$ cat src/rtl/smart_tl_ctl_nphase.sv
// Smart traffic light controller for an N-phase intersection.
// Main road on phase 0, secondaries served round-robin, plus night flashing.
module smart_tl_ctl_nphase #(
    parameter int N_PH        = 4,
    parameter int CNT_W       = 8,
    parameter int THRESHOLD   = 45,
    parameter int MIN_GREEN   = 30,
    parameter int EXT_GREEN   = 30,
    parameter int SEC_GREEN   = 10,
    parameter int YELLOW_TIME = 3,
    parameter int FLASH_HALF  = 4,
    parameter int TMR_W       = 8
) (
    input  logic                      clk,
    input  logic                      rst,
    input  logic [N_PH*CNT_W-1:0]     cars,
    input  logic                      flash_req,
    output logic [2*N_PH-1:0]         ctl,
    output logic [$clog2(N_PH)-1:0]   active_phase,
    output logic                      flashing
);

    localparam int PW = $clog2(N_PH);

    localparam logic [3:0] S_IDLE       = 4'd0;
    localparam logic [3:0] S_MAIN       = 4'd1;
    localparam logic [3:0] S_EXT        = 4'd2;
    localparam logic [3:0] S_TO_SEC     = 4'd3;
    localparam logic [3:0] S_SEC        = 4'd4;
    localparam logic [3:0] S_TO_MAIN    = 4'd5;
    localparam logic [3:0] S_TO_FLASH   = 4'd6;
    localparam logic [3:0] S_FLASH      = 4'd7;
    localparam logic [3:0] S_FLASH_EXIT = 4'd8;

    localparam logic [1:0] L_RED = 2'b01;
    localparam logic [1:0] L_YEL = 2'b10;
    localparam logic [1:0] L_GRN = 2'b11;

    localparam logic [2*N_PH-1:0] ALL_RED = {N_PH{L_RED}};

    localparam logic [TMR_W-1:0] T_MIN = TMR_W'(MIN_GREEN - 1);
    localparam logic [TMR_W-1:0] T_EXT = TMR_W'(EXT_GREEN - 1);
    localparam logic [TMR_W-1:0] T_SEC = TMR_W'(SEC_GREEN - 1);
    localparam logic [TMR_W-1:0] T_Y   = TMR_W'(YELLOW_TIME - 1);
    localparam logic [TMR_W-1:0] T_FH  = TMR_W'(FLASH_HALF - 1);

    logic [3:0]       state_q, state_d;
    logic [TMR_W-1:0] tmr_q, tmr_d;
    logic [PW-1:0]    sel_q, sel_d;
    logic [PW-1:0]    rr_q, rr_d;
    logic             half_q, half_d;

    logic [CNT_W-1:0] cnt [N_PH];
    logic             found;
    logic [PW-1:0]    scan_sel;
    logic             below;

    for (genvar p = 0; p < N_PH; p++) begin : g_cnt
        assign cnt[p] = cars[p*CNT_W +: CNT_W];
    end

    // Round-robin scan over 1..N_PH-1 starting just after the last served phase
    always_comb begin
        int idx;
        logic [PW-1:0] c;
        idx      = 0;
        c        = '0;
        found    = 1'b0;
        scan_sel = '0;
        for (int k = 1; k < N_PH; k++) begin
            idx = int'(rr_q) + k;
            if (idx > N_PH - 1) idx = idx - (N_PH - 1);
            c = PW'(idx);
            if (!found && cnt[c] != '0) begin
                found    = 1'b1;
                scan_sel = c;
            end
        end
        below = 32'(cnt[scan_sel]) < THRESHOLD;
    end

    always_comb begin
        state_d = state_q;
        tmr_d   = tmr_q + TMR_W'(1);
        sel_d   = sel_q;
        rr_d    = rr_q;
        half_d  = half_q;
        case (state_q)
            S_IDLE: begin
                state_d = S_MAIN;
                tmr_d   = '0;
            end
            S_MAIN: begin
                if (flash_req) begin
                    state_d = S_TO_FLASH;
                    tmr_d   = '0;
                end else if (tmr_q == T_MIN) begin
                    tmr_d = '0;
                    if (found) begin
                        sel_d = scan_sel;
                        if (below) begin
                            state_d = S_EXT;
                        end else begin
                            state_d = S_TO_SEC;
                            rr_d    = scan_sel;
                        end
                    end
                end
            end
            S_EXT: begin
                if (flash_req) begin
                    state_d = S_TO_FLASH;
                    tmr_d   = '0;
                end else if (tmr_q == T_EXT) begin
                    state_d = S_TO_SEC;
                    tmr_d   = '0;
                    rr_d    = sel_q;
                end
            end
            S_TO_SEC: begin
                if (tmr_q == T_Y) begin
                    state_d = S_SEC;
                    tmr_d   = '0;
                end
            end
            S_SEC: begin
                if (tmr_q == T_SEC) begin
                    state_d = S_TO_MAIN;
                    tmr_d   = '0;
                end
            end
            S_TO_MAIN: begin
                if (tmr_q == T_Y) begin
                    state_d = S_MAIN;
                    tmr_d   = '0;
                end
            end
            S_TO_FLASH: begin
                if (tmr_q == T_Y) begin
                    state_d = S_FLASH;
                    tmr_d   = '0;
                    half_d  = 1'b0;
                end
            end
            S_FLASH: begin
                if (!flash_req) begin
                    state_d = S_FLASH_EXIT;
                    tmr_d   = '0;
                end else if (tmr_q == T_FH) begin
                    tmr_d  = '0;
                    half_d = ~half_q;
                end
            end
            S_FLASH_EXIT: begin
                if (tmr_q == T_Y) begin
                    state_d = S_MAIN;
                    tmr_d   = '0;
                end
            end
            default: begin
                state_d = S_IDLE;
                tmr_d   = '0;
            end
        endcase
    end

    always_ff @(posedge clk or negedge rst) begin
        if (!rst) begin
            state_q <= S_IDLE;
            tmr_q   <= '0;
            sel_q   <= '0;
            rr_q    <= PW'(N_PH - 1);
            half_q  <= 1'b0;
        end else begin
            state_q <= state_d;
            tmr_q   <= tmr_d;
            sel_q   <= sel_d;
            rr_q    <= rr_d;
            half_q  <= half_d;
        end
    end

    always_comb begin
        ctl          = '0;
        active_phase = '0;
        flashing     = 1'b0;
        case (state_q)
            S_MAIN, S_EXT: begin
                ctl      = ALL_RED;
                ctl[1:0] = L_GRN;
            end
            S_TO_SEC, S_TO_MAIN: begin
                ctl      = ALL_RED;
                ctl[1:0] = L_YEL;
                for (int p = 1; p < N_PH; p++)
                    if (PW'(p) == sel_q) ctl[2*p +: 2] = L_YEL;
                if (state_q == S_TO_SEC) active_phase = sel_q;
            end
            S_SEC: begin
                ctl = ALL_RED;
                for (int p = 1; p < N_PH; p++)
                    if (PW'(p) == sel_q) ctl[2*p +: 2] = L_GRN;
                active_phase = sel_q;
            end
            S_TO_FLASH: begin
                ctl      = ALL_RED;
                ctl[1:0] = L_YEL;
            end
            S_FLASH: begin
                flashing = 1'b1;
                if (!half_q) begin
                    ctl      = ALL_RED;
                    ctl[1:0] = L_YEL;
                end
            end
            S_FLASH_EXIT: begin
                ctl = ALL_RED;
            end
            default: begin
                ctl = '0;
            end
        endcase
    end

endmodule

$ cat config.mk
export PLATFORM = sky130hd
export DESIGN_NAME = smart_tl_ctl_nphase
export DESIGN_NICKNAME = d
export VERILOG_FILES = /design/src/rtl/smart_tl_ctl_nphase.sv
export SDC_FILE = /design/constraint.sdc
export NUM_CORES = 1
export LEC_CHECK = 0
export ABC_AREA = 1
export BUFFER_PORTS_ARGS = -buffer_cell sky130_fd_sc_hd__buf_2
export CAP_MARGIN = 30
export CORE_MARGIN = 2
export CORE_UTILIZATION = 48
export DETAILED_ROUTE_END_ITERATION = 8
export GPL_TIMING_DRIVEN = 0
export PLACE_DENSITY = 0.73
export RECOVER_POWER = 50
export SLEW_MARGIN = 10
export SYNTH_ARGS = -nofsm -noshare
export SYNTH_HDL_FRONTEND = slang
export SYNTH_SLANG_ARGS = --single-unit
$ cat constraint.sdc
create_clock -name clk -period 3 [get_ports clk]
set_input_delay 0.6 -clock clk [delete_from_list [all_inputs] [get_ports clk]]
set_output_delay 0.6 -clock clk [all_outputs]
set_load 0.005 [all_outputs]
==> Flow_metrics.wiki, run 1 <==
{| class="wikitable"
! Metric !! Value
|-
| Routed length per placed instance || 10.10 um
|-
| Yosys top cell area share || 0.2110
|-
| Yosys reg bits || 17
|-
| Last weighted congestion value of the routability-driven placer || 0.9138
|-
| Largest net degree at the start of global routing || 18
|-
| Clock-pin transition on the worst setup and hold timing paths || 70 ps
|-
| Final core utilization || 0.5791
|-
| Initial core utilization || 0.4934
|-
| Data arrival time of the critical path || 2550 ps
|-
| Crit Path Category || reg2reg
|-
| Worst-margin pin slew || 931.3 ps
|-
| Share of synthesized area occupied by flip-flops and latches || 0.2405
|-
| Die H || 64.88 um
|-
| Final hold slack || 457.7 ps
|-
| DRC Markers || 0
|-
| Post-route fraction of the period consumed by the critical path || 0.8118
|-
| Vias after detailed routing || 1880
|-
| Least setup slack across all paths after layout || 564.6 ps
|-
| Mapped cell area || 1779 um^2
|-
| Clock insertion delay at the later pin of the skew report || 260 ps
|-
| Power per cell area || 248.6 nW/um^2
|-
| Count of routing violations after the opening detailed-route iteration || 101
|-
| Antenna fix cells || 0
|-
| Worst reg-to-reg setup slack || 560 ps
|-
| Most instantiated cells after synthesis || nand2_1 (78), nor2_1 (47), inv_1 (37)
|-
| Worst r2r src || tmr_q[5]$_DFF_PN0_
|-
| CORE AREA || 3606 um^2
|-
| Drt first pass iters || 4
|-
| Type of element launching the critical path || register
|-
| Placement-stage cell area || 2064 um^2
|-
| Shortest period the worst path allows || 2435 ps
|-
| Worst slack at placement || 600.8 ps
|-
| Final hold vios || 0
|-
| Most instantiated library cell after synthesis || nand2_1
|-
| Worst Reg2Reg Path Length in Cells || 7
|-
| Non-filler instance count after layout || 384
|-
| Leakage || 1.065 nW
|-
| Drt total wl || 3879 um
|-
| Destination of the worst register-to-register timing path || tmr_q[3]$_DFF_PN0_
|-
| Most common flop cell mapped by yosys || dfrtp_1
|-
| Slew headroom || 0.3792
|-
| VDD IR max || 0.0002335 V
|-
| Residual overflow from global routing || 0
|-
| Setup total negative slack || 0 ps
|-
| ANT nets after route || 0
|-
| Data required time at the worst endpoint || 3120 ps
|-
| Post-Place Cells || 380
|-
| Number of global-route vias before repair || 1750
|-
| CTS tree || built
|-
| Max H-tree Level || 1
|-
| Unrepaired setup endpoints after global routing || no
|-
| Postcts setup bufs || 0
|-
| First-pass GRT wire length || 7024 um
|-
| Outcome || complete, no violations
|-
| Finished Cell Area || 2088 um^2
|-
| Max-slew violation count || 0
|-
| Final layout net count || 377
|-
| Die outline width || 64.88 um
|-
| Largest fanout on the critical path || 8
|-
| Layout-stage area growth over the synthesis result || 17.37%
|-
| Total half-perimeter wirelength after legalization and detailed placement || 3172 um
|-
| Total number of clock tree sinks || 17
|-
| Cell at the root of the clock tree || clkbuf_8
|-
| Ys Warns || 0
|-
| Maximum achievable frequency || 410.6 MHz
|-
| Clock Skews || 4.804 ps
|-
| Hold-fix buffers at CTS || 0
|-
| Cell row count || 22
|-
| Fraction of final layout cells sized beyond drive strength 1 || 0.2470
|-
| Number of nets in the synthesized netlist || 327
|-
| Tot GR Track Use || 0.2030
|-
| Number of CTS-inserted buffers || 3
|-
| PostCTS Resize Cnt || 0
|-
| Post-synth EDFFs || 0
|-
| Port Buffers || 45
|-
| Post-route total power || 0.5192 mW
|-
| Number of placed I/O pins || 46
|-
| Worst-case clock buffer depth || 2
|-
| Routed vias/inst || 4.896
|-
| Final-report setup violation count || 0
|-
| Worst setup EP type || register
|-
| Maximum Capacitance Violations || 0
|-
| Distinct cell type count of the synthesized netlist || 34
|-
| Instance count of the mapped netlist || 287
|-
| Class of the worst hold path || in2async
|-
| Avg Synthesized Cell Area || 6.199 um^2
|-
| Cell types occupying the most area after synthesis || dfrtp_1 (21%), nand2_1 (16%), nor2_1 (9.9%)
|-
| Dominant cell type by area after synthesis || dfrtp_1
|-
| Async set or reset register ratio after synthesis || 1.000
|-
| DIE AREA || 4209 um^2
|-
| Number of antenna violations at the first check in global routing || 0
|}
[cell type report]
class / instances / area, um^2
Buffer: 2 / 22.52
Clock buffer: 3 / 41.29
Clock inverter: 1 / 7.507
Fill cell: 386 / 1518
Inverter: 44 / 165.2
Multi-Input combinational cell: 224 / 1141
Sequential cell: 17 / 427.9
Tap cell: 48 / 60.06
Timing Repair Buffer: 45 / 222.7
[power breakdown]
part / total [mW] / internal [mW] / switching, mW
Sequential: 0.233 / 0.232 / 0.00103
Combinational: 0.111 / 0.0462 / 0.0647
Clock: 0.176 / 0.0935 / 0.0821
[registers in the layout, summed over array words and instances, names as in the netlist]
| signal | flops |
|---|---|
| rr_q | 2 |
| half_q | 1 |
| tmr_q | 8 |
| state_q | 4 |
| sel_q | 2 |
[cell families after synthesis]
kind of cell | count (synthesis) | share of synthesized area
multiplexers | 1 | 0.006329
buffers and inverters | 46 | 0.1055
flip-flops | 17 | 0.2405
AO/OA/AOI/OAI | 24 | 0.09002
adder cells (fa/ha/maj) | 5 | 0.03516
AND/OR/NAND/NOR | 191 | 0.5077
XOR/XNOR | 3 | 0.01477
[worst max-delay path by stage]
stage	to	slack, ps	depth (start not counted)	from
final	tmr_q[3]$_DFF_PN0_	560	7	tmr_q[5]$_DFF_PN0_
after global routing	tmr_q[2]$_DFF_PN0_	230	7	tmr_q[5]$_DFF_PN0_
after CTS	sel_q[0]$_DFFE_PN0P_	580	13	rr_q[0]$_DFFE_PN1P_
after detailed placement	sel_q[0]$_DFFE_PN0P_	600	13	rr_q[0]$_DFFE_PN1P_
after global placement	sel_q[0]$_DFFE_PN0P_	660	13	rr_q[0]$_DFFE_PN1P_
after floorplan	sel_q[0]$_DFFE_PN0P_	820	13	rr_q[0]$_DFFE_PN1P_
[critical path, stage by stage, from the launching register on]
cell      delay (ps)
dfrtp_1          430
nor4_1           540
nand3_1          140
o21ai_1          150
nand2_1           70
nor3b_1          240
a21boi_1         640
nor3b_2           90
[per-layer routing]
metal,global-route usage,vias up,wire length (um)
met3,0.02604,4,187
met4,0.03191,0,17
li1,-,1011,-
met2,0.3505,42,1762
met1,0.2749,823,1911
met5,0,-,0
[layout by cell type (no fill, tap or decap), drive strengths merged, types with 4 or more instances in the layout]
master  instances
a21boi          5
buf            45
clkbuf          5
dfrtp          15
ha              5
inv            43
nand2          87
nand3          33
nor2           55
nor3            6
o21ai          11
o21bai          4
No activity file was read; power rests on OpenSTA's default activity.
==> run 2, diff against run 1 <==
--- a/config.mk
+++ b/config.mk
@@ -5,14 +5,14 @@
 export SDC_FILE = /design/constraint.sdc
 export NUM_CORES = 1
 export LEC_CHECK = 0
-export ABC_AREA = 1
+export ABC_AREA = 0
 export BUFFER_PORTS_ARGS = -buffer_cell sky130_fd_sc_hd__buf_2
 export CAP_MARGIN = 30
 export CORE_MARGIN = 2
 export CORE_UTILIZATION = 48
 export DETAILED_ROUTE_END_ITERATION = 8
 export GPL_TIMING_DRIVEN = 0
-export PLACE_DENSITY = 0.73
+export PLACE_DENSITY = 0.74
 export RECOVER_POWER = 50
 export SLEW_MARGIN = 10
 export SYNTH_ARGS = -nofsm -noshare
==> constraint.sdc (replaced) <==
create_clock -name clk -period 2.5 [get_ports clk]
set_input_delay 0.5 -clock clk [delete_from_list [all_inputs] [get_ports clk]]
set_output_delay 0.5 -clock clk [all_outputs]
set_load 0.005 [all_outputs]
==> Flow_metrics.wiki, run 2 <==
{| class="wikitable"
! Metric !! Value
|-
| Routed length per placed instance || 14.16 um (was 10.10 um)
|-
| Number of global-route vias before repair || 1813 (was 1750)
|-
| CORE AREA || 3606 um^2 (unchanged)
|-
| Clock-pin transition on the worst setup and hold timing paths || 70 ps (about the same)
|-
| Number of antenna violations at the first check in global routing || 0 (unchanged)
|-
| Yosys top cell area share || 0.2119 (was 0.2110)
|-
| Most instantiated library cell after synthesis || nor2_1 (was nand2_1)
|-
| Drt total wl || 4813 um (was 3879 um)
|-
| Post-route total power || 1.873 mW (was 0.5192 mW)
|-
| Post-route fraction of the period consumed by the critical path || 1.067 (was 0.8118)
|-
| ANT nets after route || 0 (unchanged)
|-
| Outcome || finished with violations (was complete, no violations)
|-
| Last weighted congestion value of the routability-driven placer || 0.8949 (was 0.9138)
|-
| Data arrival time of the critical path || 2820 ps (was 2550 ps)
|-
| Number of nets in the synthesized netlist || 274 (was 327)
|-
| Drt first pass iters || 4 (unchanged)
|-
| Vias after detailed routing || 1991 (was 1880)
|-
| Crit Path Category || reg2reg (unchanged)
|-
| Cell row count || 22 (unchanged)
|-
| Tot GR Track Use || 0.2402 (was 0.2030)
|-
| First-pass GRT wire length || 7997 um (was 7024 um)
|-
| Worst-path cell with the longest stage delay || dfstp_2 (was a21boi_1)
|-
| Largest fanout on the critical path || 5 (was 8)
|-
| Met1 global-route usage || 0.3164 (was 0.2749)
|-
| Post-Place Cells || 328 (was 380)
|-
| Die outline width || 64.76 um (was 64.88 um)
|-
| Mapped cell area || 1772 um^2 (was 1779 um^2)
|-
| GR peak layer || met2 (unchanged)
|-
| Routed vias/inst || 5.856 (was 4.896)
|-
| Highest cell delay on the worst timing path || 550 ps (was 640 ps)
|-
| Worst slack at placement || -267.6 ps (was 600.8 ps)
|-
| Most common flop cell mapped by yosys || dfrtp_1 (unchanged)
|-
| Cell at the root of the clock tree || clkbuf_8 (unchanged)
|-
| Register with the most flip-flops || tmr_q (unchanged)
|-
| Violated checks || negative setup slack
|-
| Ys Warns || 0 (unchanged)
|-
| Non-filler instance count after layout || 340 (was 384)
|-
| Least setup slack across all paths after layout || -167.0 ps (was 564.6 ps)
|-
| Class of the worst hold path || in2async (unchanged)
|-
| Max-slew violation count || 0 (unchanged)
|-
| CTS tree || built (unchanged)
|-
| Clock insertion delay at the later pin of the skew report || 260 ps (about the same)
|-
| Final hold vios || 0 (unchanged)
|-
| Final layout net count || 333 (was 377)
|-
| Maximum Capacitance Violations || 0 (unchanged)
|-
| VDD IR max || 0.0003010 V (was 0.0002335 V)
|-
| Total half-perimeter wirelength after legalization and detailed placement || 3590 um (was 3172 um)
|-
| Met3 Track Usage GR || 0.03125 (was 0.02604)
|-
| Leakage || 1.014 nW (was 1.065 nW)
|-
| M2 GR Usage || 0.4034 (was 0.3505)
|-
| Maximum achievable frequency || 375.0 MHz (was 410.6 MHz)
|-
| Max FFs per register || 8 (unchanged)
|-
| Max H-tree Level || 1 (unchanged)
|-
| Total number of clock tree sinks || 17 (unchanged)
|-
| Residual overflow from global routing || 0 (unchanged)
|-
| Initial core utilization || 0.4913 (was 0.4934)
|-
| Setup total negative slack || -404.5 ps (was 0 ps)
|-
| Data required time at the worst endpoint || 2650 ps (was 3120 ps)
|-
| Type of element launching the critical path || register (unchanged)
|-
| Number of placed I/O pins || 46 (unchanged)
|-
| Yosys reg bits || 17 (unchanged)
|-
| DIE AREA || 4193 um^2 (was 4209 um^2)
|-
| Hold-fix buffers at CTS || 0 (unchanged)
|-
| Cell types occupying the most area after synthesis || dfrtp_1 (21%), nor2_1 (5.3%), nand3_1 (4.5%) (was dfrtp_1 (21%), nand2_1 (16%), nor2_1 (9.9%))
|-
| Die H || 64.76 um (was 64.88 um)
|-
| Largest net degree at the start of global routing || 18 (unchanged)
|-
| Distinct cell type count of the synthesized netlist || 52 (was 34)
|-
| Avg Synthesized Cell Area || 7.571 um^2 (was 6.199 um^2)
|-
| Share of synthesized area occupied by flip-flops and latches || 0.2415 (was 0.2405)
|-
| Fraction of final layout cells sized beyond drive strength 1 || 0.3253 (was 0.2470)
|-
| DRC Markers || 0 (unchanged)
|-
| Power per cell area || 814.9 nW/um^2 (was 248.6 nW/um^2)
|-
| Instance count of the mapped netlist || 234 (was 287)
|-
| Port Buffers || 45 (unchanged)
|-
| Post-synth EDFFs || 0 (unchanged)
|-
| Most common cell after layout, fill and taps aside || buf_2 (was nand2_1)
|-
| Crit-path cells || inv_2, ha_4, buf_8, nor2_4, a22oi_1, o211a_1, o21a_1, or2_1, or4_4, nand4_4, o211ai_2, and2_4 (was nor4_1, nand3_1, o21ai_1, nand2_1, nor3b_1, a21boi_1, nor3b_2)
|-
| Number of CTS-inserted buffers || 3 (unchanged)
|-
| Worst-case clock buffer depth || 2 (unchanged)
|-
| Unrepaired setup endpoints after global routing || yes (was no)
|-
| Layout-stage area growth over the synthesis result || 29.73% (was 17.37%)
|-
| Worst setup EP type || register (unchanged)
|-
| Clock Skews || 3.275 ps (was 4.804 ps)
|-
| Final core utilization || 0.6374 (was 0.5791)
|-
| Commonest cells after routing, fill and taps aside || buf_2 (45), nor2_1 (24), nand3_1 (16), dfrtp_1 (15) (was nand2_1 (78), nor2_1 (47), buf_2 (43), inv_1 (37), nand3_1 (30))
|-
| Worst-margin pin slew || 944.0 ps (was 931.3 ps)
|-
| Final-report setup violation count || 3 (was 0)
|-
| Largest registers in the final layout || tmr_q: 8 flops, state_q: 4 flops (unchanged)
|-
| Most instantiated cells after synthesis || nor2_1 (25), nand3_1 (16), dfrtp_1 (15) (was nand2_1 (78), nor2_1 (47), inv_1 (37))
|-
| Count of routing violations after the opening detailed-route iteration || 134 (was 101)
|-
| Dominant cell type by area after synthesis || dfrtp_1 (unchanged)
|-
| Async set or reset register ratio after synthesis || 1.000 (unchanged)
|-
| Shortest period the worst path allows || 2667 ps (was 2435 ps)
|-
| Antenna fix cells || 0 (unchanged)
|-
| Slew headroom || 0.3707 (was 0.3792)
|}
==> run 2: cell count changes after synthesis, sizes merged, moves of 7 or more <==
cell,change
nor3,+8
a21oi,+13
nand2b,+7
inv,-34
nor2,-29
nand3,-17
nand2,-73
==> run 2: cells by family after synthesis <==
| family | after synthesis | share of synthesized area |
|---|---|---|
| xor+xnor | 8 | 0.03955 |
| fa+ha+maj | 5 | 0.03531 |
| buf+inv | 18 | 0.03813 |
| mux | 5 | 0.02966 |
| simple gates | 119 | 0.3722 |
| compound gates | 62 | 0.2437 |
| flops | 17 | 0.2415 |
==> run 2: worst paths after layout <==
path,startpoint,endpoint,slack (ps),cells after the start
worst min-delay path,rst,half_q$_DFFE_PN0P_,360,1
worst min register to register,half_q$_DFFE_PN0P_,half_q$_DFFE_PN0P_,530,1
worst max register to register,rr_q[0]$_DFFE_PN1P_,state_q[0]$_DFFE_PN0P_,-170,12
max in group asynchronous,rst,sel_q[1]$_DFFE_PN0P_,1570,1
worst max-delay path,rr_q[0]$_DFFE_PN1P_,state_q[0]$_DFFE_PN0P_,-170,12
min in group clk,half_q$_DFFE_PN0P_,half_q$_DFFE_PN0P_,530,1
==> run 2: area by class of cell <==
cell class,count,area (um^2)
plain buffers,9,62.56
clock buffers,3,41.29
clock inverters,1,5.005
fillers,318,1308
inverters,9,33.78
multi-input cells,199,1379
flip-flops and latches,17,427.9
well taps,48,60.06
repair buffers,54,289.0
==> run 2: critical path: cells and delay by family, from the launching register on <==
| kind | cells | cell delay (ps) |
|---|---|---|
| simple gates | 5 | 1000 |
| flops | 1 | 550 |
| fa+ha+maj | 1 | 250 |
| buf+inv | 2 | 180 |
| compound gates | 4 | 570 |
==> run 2: what timing repair did <==
item / CTS / global route
cloned: 1 / 0
setup buffers: 6 / 1
pin swaps: 5 / 3
setup endpoints to repair: 9 / 24
gates resized for setup: 7 / 17
==> run 2: power by group <==
part | switching, mW | internal [mW] | total [mW]
Sequential | 0.0793 | 0.338 | 0.417
Clock | 0.103 | 0.111 | 0.214
Combinational | 0.693 | 0.549 | 1.24
==> run 2: per-layer routing <==
metal | vias up | share of wire
met3 | 5 | 0.042
met2 | 53 | 0.49
li1 | 994 | -
met1 | 939 | 0.45
met5 | - | 0
met4 | 0 | 0.011
==> run 2: metrics by stage <==
stage | hold WS [ps] | area [um^2]
after floorplan | 204.4 | 1826
after global placement | 441.8 | 2111
after detailed placement | 451.9 | 2116
after CTS | 167.8 | 2231
after global routing | 435.1 | 2298
final | 358.3 | 2298
